### config.mk
export PLATFORM = sky130hd
export DESIGN_NAME = read_ptr_block
export DESIGN_NICKNAME = d
export VERILOG_FILES = /design/src/rtl/read_ptr_block.sv
export SDC_FILE = /design/constraint.sdc
export NUM_CORES = 1
export LEC_CHECK = 0
export BUFFER_PORTS_ARGS = -buffer_cell sky130_fd_sc_hd__buf_2
export CORE_AREA = 2 2 39 41
export CTS_CLUSTER_DIAMETER = 30
export DETAILED_ROUTE_END_ITERATION = 12
export DIE_AREA = 0 0 41 43
export PLACE_DENSITY = 0.59
export SKIP_CTS_REPAIR_TIMING = 1
export SYNTH_ARGS = -nofsm -noshare
export SYNTH_HDL_FRONTEND = slang
export SYNTH_SLANG_ARGS = --single-unit
export TNS_END_PERCENT = 1
### constraint.sdc
create_clock -name r_clk -period 2.09 [get_ports r_clk]
set_clock_uncertainty 0.15 [all_clocks]
set_input_delay 0.418 -clock r_clk [delete_from_list [all_inputs] [get_ports r_clk]]
set_output_delay 0.418 -clock r_clk [all_outputs]
set_load 0.01 [all_outputs]
### src/rtl/read_ptr_block.sv
// Read-domain pointer and empty-flag generator for an asynchronous FIFO.
// Keeps a binary read pointer for RAM addressing and a Gray copy for the write-side synchronizer.
module read_ptr_block #(
  parameter int unsigned PTR_W = 4
) (
  input  logic             r_clk,
  input  logic             rrst,
  input  logic             r_en,
  input  logic [PTR_W-1:0] g_wptr_sync,
  output logic [PTR_W-1:0] g_rptr,
  output logic [PTR_W-1:0] b_rptr,
  output logic             empty
);

  logic [PTR_W-1:0] b_rptr_q, b_rptr_d;
  logic [PTR_W-1:0] g_rptr_q, g_rptr_d;
  logic             empty_q, empty_d;
  logic             rd_ok;

  always_comb begin
    rd_ok    = r_en & ~empty_q;
    b_rptr_d = b_rptr_q + {{(PTR_W-1){1'b0}}, rd_ok};
    g_rptr_d = b_rptr_d ^ (b_rptr_d >> 1);
    // Full-width compare: a differing wrap bit means full, not empty.
    empty_d  = (g_rptr_d == g_wptr_sync);
  end

  always_ff @(posedge r_clk or posedge rrst) begin
    if (rrst) begin
      b_rptr_q <= '0;
      g_rptr_q <= '0;
      empty_q  <= 1'b1;
    end else begin
      b_rptr_q <= b_rptr_d;
      g_rptr_q <= g_rptr_d;
      empty_q  <= empty_d;
    end
  end

  assign b_rptr = b_rptr_q;
  assign g_rptr = g_rptr_q;
  assign empty  = empty_q;

endmodule

# Yosys cells after proc, flatten, opt, wreduce, memory -nomap -nowiden

Index checks and enable logic that the tools add are counted.

Output and inout bits: 9
Logic and storage cells: 8
Register bits: 9
Input port bits: 7

$add $sub $neg: 1
Eq/ne operators: 1
Bitwise logic cells: 3

Operator list:

| operator    | number |
|---|---|
| $add 4x1->4 | 1 |
| $eq 4x4->1  | 1 |
| $xor 4x3->4 | 1 |
| $and 1x1->1 | 1 |
| $not 1->1   | 1 |

# Logic depth before layout (Yosys ltp)

Gate-level depths: netlist of run 1.

Depth in word-level cells: 5
Mapped depth: 7
Gate-level depth less buffers: 7

# Least setup slack after synthesis of run 1

No wires, ideal clock.

Kind: register to register
From: register empty_q (netlist: empty)
To: register empty_q (netlist: empty)
Data required time: 1850 ps
Data arrival time: 1842 ps
Setup time: 90 ps
Path slack: 8 ps
Path buffers: 0
Stages on the path, launching flop included: 8
Path through: dfstp_2 -> nor2b_1 -> ha_1 -> ha_1 -> xor2_2 -> and3_4 -> o21a_1 -> nor4_2

Longest elaborated chain between the ends: 5

Ends and longest elaborated chain:

| item                     | RTL line | source |
|---|---|---|
| start: declaration       | 17       | `logic empty_q, empty_d;` |
| start signal: assignment | 36       | `empty_q <= empty_d;` |
| $not 1->1                | 21       | `rd_ok = r_en & ~empty_q;` |
| $and 1x1->1              | 21       |  |
| $add 4x1->4              | 22       | `b_rptr_d = b_rptr_q + {{(PTR_W-1){1'b0}}, rd_ok};` |
| $xor 4x3->4              | 23       | `g_rptr_d = b_rptr_d ^ (b_rptr_d >> 1);` |
| $eq 4x4->1               | 25       | `empty_d = (g_rptr_d == g_wptr_sync);` |
| named net empty_d        | 17       |  |

The timed path passes the listed nets, and every way through them passes these cells.

# Worst setup path after layout of run 1

Ends and elaborated chain as after synthesis.

==> results of run 1 <==
-- power breakdown --
part           leakage, uW  internal (uW)  switching [uW]
Sequential       0.0000921            237            90.8
Clock            0.0000150           73.8            64.2
Combinational     0.000205            456             323
Total             0.000313            767             478
-- worst max-delay path: cells and delay by family (launching register included) --
kind	cells	cell delay, ns
simple gates	3	0.43
fa+ha+maj	2	0.36
xor+xnor	2	0.31
flops	1	0.54
buf+inv	1	0.15
-- cell families after synthesis --
logic type | count (synthesis) | share of synthesized area, %
xor+xnor | 10 | 24.1
compound gates | 6 | 7.67
buf+inv | 5 | 6.61
fa+ha+maj | 2 | 5.29
flops | 8 | 42.6
simple gates | 11 | 13.8
-- registers in the layout, summed over array words and instances, names as in the netlist --
name / cells
b_rptr: 4
g_rptr: 3
empty: 1
-- layer usage --
metal,part of all wire [%],track usage (%),up-vias
met3,5.9,4.71,4
met4,5.0,18.0,0
met2,53,19.4,12
met5,0,0,-
li1,-,-,184
met1,36,14.7,164
-- area by class of cell --
cell class	count	area, sq um
well taps	16	20.0
repair buffers	22	134
multi-input cells	29	282
clock buffers	4	26.3
inverters	2	7.51
flip-flops and latches	8	201
fillers	133	713
-- worst max path at each step --
stage / depth (start not counted) / start / endpoint
2_1_floorplan: 7 / empty$_DFF_PP1_ / empty$_DFF_PP1_
5_1_grt: 8 / empty$_DFF_PP1_ / empty$_DFF_PP1_
3_5_place_dp: 8 / r_en / empty$_DFF_PP1_
3_3_place_gp: 8 / r_en / empty$_DFF_PP1_
4_1_cts: 7 / empty$_DFF_PP1_ / empty$_DFF_PP1_
6_report: 8 / empty$_DFF_PP1_ / empty$_DFF_PP1_
-- cell usage after synthesis --
master    number  share of area [%]
dfrtp_1        7                 37
xnor2_1        7                 13
nor2_1         3                2.4
ha_1           2                5.3
inv_1          2                1.6
nand2_1        2                1.6
nor2b_1        2                2.6
a211oi_1       1                1.6
a21oi_1        1                1.1
a31oi_1        1                1.3
and3_4         1                2.4
buf_2          1                1.1
buf_4          1                1.6
buf_6          1                2.4
dfstp_2        1                5.6
nand3_1        1                1.1
nor3_1         1                1.1
nor4_2         1                2.6
o21a_1         1                1.6
o21ai_0        1                1.1
o21ai_1        1                1.1
xor2_1         1                1.9
xor2_2         1                3.4
xor3_4         1                5.8
-- stage by stage --
step / hold WS [ns] / std cells
2_1_floorplan: 0.0829 / 42
3_3_place_gp: 0.221 / 76
3_5_place_dp: 0.226 / 76
4_1_cts: -0.0613 / 80
5_1_grt: 0.267 / 81
6_report: 0.284 / 81
==> metrics.md, run 1 <==
| Metric | Value |
|---|---|
| Status | completed |
| First-pass GRT wire length | 1490 um |
| Dpl cell area | 589 sq um |
| Relative slew margins | 73.9% |
| Gr ovfl total | 0 |
| Tmin final | 2.03 ns |
| Slowest stage delay, CP | 0.54 ns |
| Clock Tree Root | clkbuf_4 |
| Min-delay src | g_wptr_sync[2] |
| Synth Register Bits | 8 |
| GRT Total Usage | 14.4% |
| Final wirelength | 935 um |
| H-tree Lvls | 1 |
| Final Max Slew Viols | 0 |
| Final WS setup | 0.0565 ns |
| VDD IR-drop max | 811 uV |
| Post-Syn Nets | 51 |
| Die width | 41 um |
| Cell area after synthesis | 473 sq um |
| Tot Pwr | 1250 uW |
| Worst min path class | in2reg |
| Critical R2R Launch | empty$_DFF_PP1_ |
| Commonest cells after routing, fill and taps aside | buf_2, dfrtp_1, xnor2_1, buf_4 |
| CTS max path bufs | 2 |
| Clk_lat worst skew | 0.27 ns |
| Synth Warn # | 0 |
| F_max | 492 MHz |
| Nets | 75 |
| Proportion of layout cells with a drive suffix above 1 | 50.8% |
| Crit Path Class | reg2reg |
| WP data required | 2.11 ns |
| Dpl ws | -0.102 ns |
| Vias in the first global route | 364 |
| Worst r2r dst | empty$_DFF_PP1_ |
| Drt drc | 0 |
| Mapped Cells | 42 |
| Cells along the critical path | nor2b_1, ha_2, ha_4, buf_4, xnor2_4, xnor2_1, nand2_1, nor4_2 |
| Starting density of the core | 34.2% |
| Mean routed wirelength per cell | 11.5 um |
| Antenna fix cells | 0 |
| Total CTS buffers | 3 |
| Slew @ Worst Pin | 0.391 ns |
| CTS tree | yes |
| Die area | 1760 sq um |
| CP max-delay cell | dfstp_2 |
| Largest net degree at the start of global routing | 11 |
| Final ANT Viol Nets | 0 |
| Register area share after synthesis | 42.6% |
| Syn-to-layout area delta | 41.8% |
| Port Buffers | 15 |
| DP Wirelength | 715 um |
| Max-cap violations | 0 |
| Placer Congestion | 0.671 |
| Final hold vios | 0 |
| Clock transition at path regs | 0.06 ns |
| End of the worst hold path | empty$_DFF_PP1_ |
| Number of I/O pins | 16 |
| Finished Cell Area | 671 sq um |
| Setup violators final | 0 |
| Drt first pass iters | 2 |
| CP Capture Type | flop |
| DRT iter0 DRCs | 3 |
| Height of the die | 43 um |
| TritonCTS Sinks | 8 |
| Most common cell after layout, fill and taps aside | buf_2 |
| Reg2Reg Setup Slack | 0.06 ns |
| Via count | 364 |
| PwrDens | 1860 nW/um^2 |
| Core ar. | 1380 sq um |
| Crit Path Max Fanout | 3 |
| WHS Path Cells | 3 |
| Post-DR vias/cell | 4.49 |
| Netlist cell types | 24 |
| Setup TNS | 0 ns |
| Syn_area_per_cell | 11.3 sq um |
| Reg2reg path depth | 8 |
| Post-layout util | 48.5% |
| Worst EP arrival | 2.06 ns |
| Unrepaired setup endpoints after global routing | true |
| Standard-cell rows | 14 |
| LEAKAGE | 0.000313 uW |
| Fin crit share | 97.3% |
| Element type at the critical path start | flop |
| Initial antenna violation count | 0 |
(Power assumes the default switching activity.)
==> inputs of run 2 (changes only) <==
SETUP_SLACK_MARGIN = 0.4   (was unset)
clock period = 1.7 ns   (was 2.09 ns; I/O delays follow)
==> metrics.md, run 2 (synthesis gave the netlist of run 1 again) <==
| Metric | Value |
|---|---|
| LEAKAGE | 0.000333 uW |
| Via count | 376 |
| Core ar. | 1380 sq um |
| Worst min path class | in2reg |
| Clk_lat worst skew | 0.26 ns |
| Metal3 WL | 51 um |
| Status | finished with violations |
| Unrepaired setup endpoints after global routing | true |
| M1 WL | 346 um |
| Post-layout util | 53.3% |
| Fin crit share | 115% |
| Worst EP arrival | 1.97 ns |
| Final Max Slew Viols | 0 |
| Min-delay src | g_wptr_sync[2] |
| WL met2 | 497 um |
| H-tree Lvls | 1 |
| Setup violators final | 2 |
| Antenna fix cells | 0 |
| Final ANT Viol Nets | 0 |
| First-pass GRT wire length | 1500 um |
| Starting density of the core | 34.2% |
| Worst r2r dst | empty$_DFF_PP1_ |
| CP Capture Type | flop |
| TritonCTS Sinks | 8 |
| WHS Path Cells | 3 |
| Fill cells | 120 |
| Standard-cell rows | 14 |
| Crit Path Class | reg2reg |
| Height of the die | 43 um |
| Die area | 1760 sq um |
| Clock transition at path regs | 0.06 ns |
| Clock Tree Root | clkbuf_4 |
| Reg2reg path depth | 7 |
| Max reg flops | 4 |
| Max-cap violations | 0 |
| Drt drc | 0 |
| F_max | 512 MHz |
| DR top layer | met4 |
| Relative slew margins | 79.6% |
| Total CTS buffers | 3 |
| Placer Congestion | 0.679 |
| End of the worst hold path | empty$_DFF_PP1_ |
| Syn-to-layout area delta | 55.8% |
| Final WS setup | -0.254 ns |
| GRT Total Usage | 13.8% |
| Die width | 41 um |
| Nets | 77 |
| Tot Pwr | 1720 uW |
| Final hold vios | 0 |
| Critical R2R Launch | empty$_DFF_PP1_ |
| Commonest cells after routing, fill and taps aside | buf_2, dfrtp_1, buf_4 |
| Number of I/O pins | 16 |
| Initial antenna violation count | 0 |
| Crit Path Max Fanout | 4 |
| Reg2Reg Setup Slack | -0.25 ns |
| CTS tree | yes |
| Tmin final | 1.95 ns |
| Drt first pass iters | 3 |
| VDD IR-drop max | 1370 uV |
| Most common cell after layout, fill and taps aside | buf_2 |
| Largest net degree at the start of global routing | 10 |
| Port Buffers | 15 |
| Mean routed wirelength per cell | 10.9 um |
| Vias in the first global route | 373 |
| Element type at the critical path start | flop |
| WP data required | 1.72 ns |
| PwrDens | 2330 nW/um^2 |
| Hold WS | 0.220 ns |
| Post-DR vias/cell | 4.53 |
| Failing checks | negative setup slack |
| Proportion of layout cells with a drive suffix above 1 | 59.7% |
| Final wirelength | 906 um |
| DRT iter0 DRCs | 5 |
| Gr ovfl total | 0 |
| DP Wirelength | 726 um |
| CTS max path bufs | 2 |
| Slew @ Worst Pin | 0.306 ns |
[run 2: changes by cell type in the layout (fill, tap and decap cells not counted), sizes merged]
| cell | change |
|---|---|
| buf | +2 |
[run 2: area by class of cell]
class	count	area [sq um]	share of cell area, %
inverter	2	7.51	1.02
clock buffer	4	26.3	3.57
timing repair buffer	24	159	21.6
multi-input combinational	29	322	43.6
sequential	8	203	27.5
tap	16	20.0	2.72
[run 2: where the power goes]
part | internal, uW | switching, uW
Sequential | 294 | 103
Combinational | 677 | 482
Clock | 90.3 | 71.9
[run 2: critical path, cell delays in order (launching register included)]
cell     delay (ns)
dfstp_2        0.53
nor2b_2        0.04
ha_2           0.20
ha_4           0.20
xor2_4         0.17
and3_4         0.18
o21a_1         0.17
nor4_2         0.22
[run 2: worst max-delay path by stage]
| stage | cells after the start | end | from | slack, ns |
|---|---|---|---|---|
| final | 7 | empty$_DFF_PP1_ | empty$_DFF_PP1_ | -0.25 |
| after global routing | 7 | empty$_DFF_PP1_ | empty$_DFF_PP1_ | -0.35 |
| after CTS | 7 | empty$_DFF_PP1_ | empty$_DFF_PP1_ | -0.27 |
| after detailed placement | 8 | empty$_DFF_PP1_ | r_en | -0.26 |
| after global placement | 8 | empty$_DFF_PP1_ | r_en | -0.29 |
| after floorplan | 7 | empty$_DFF_PP1_ | empty$_DFF_PP1_ | -0.16 |
[run 2: metrics by stage]
stage | cells | setup WS (ns) | instance area (sq um) | TNS [ns]
6_report | 83 | -0.254 | 737 | -0.309
5_1_grt | 83 | -0.351 | 737 | -0.465
4_1_cts | 81 | -0.268 | 683 | -0.268
3_5_place_dp | 77 | -0.258 | 657 | -0.299
3_3_place_gp | 77 | -0.292 | 657 | -0.292
2_1_floorplan | 42 | -0.165 | 533 | -0.165
[run 2: metal layers]
layer / global-route usage, % / vias to the layer above
li1: - / 190
met1: 14.5 / 172
met2: 20.6 / 12
met3: 7.85 / 2
met4: 8.00 / 0
met5: 0 / -
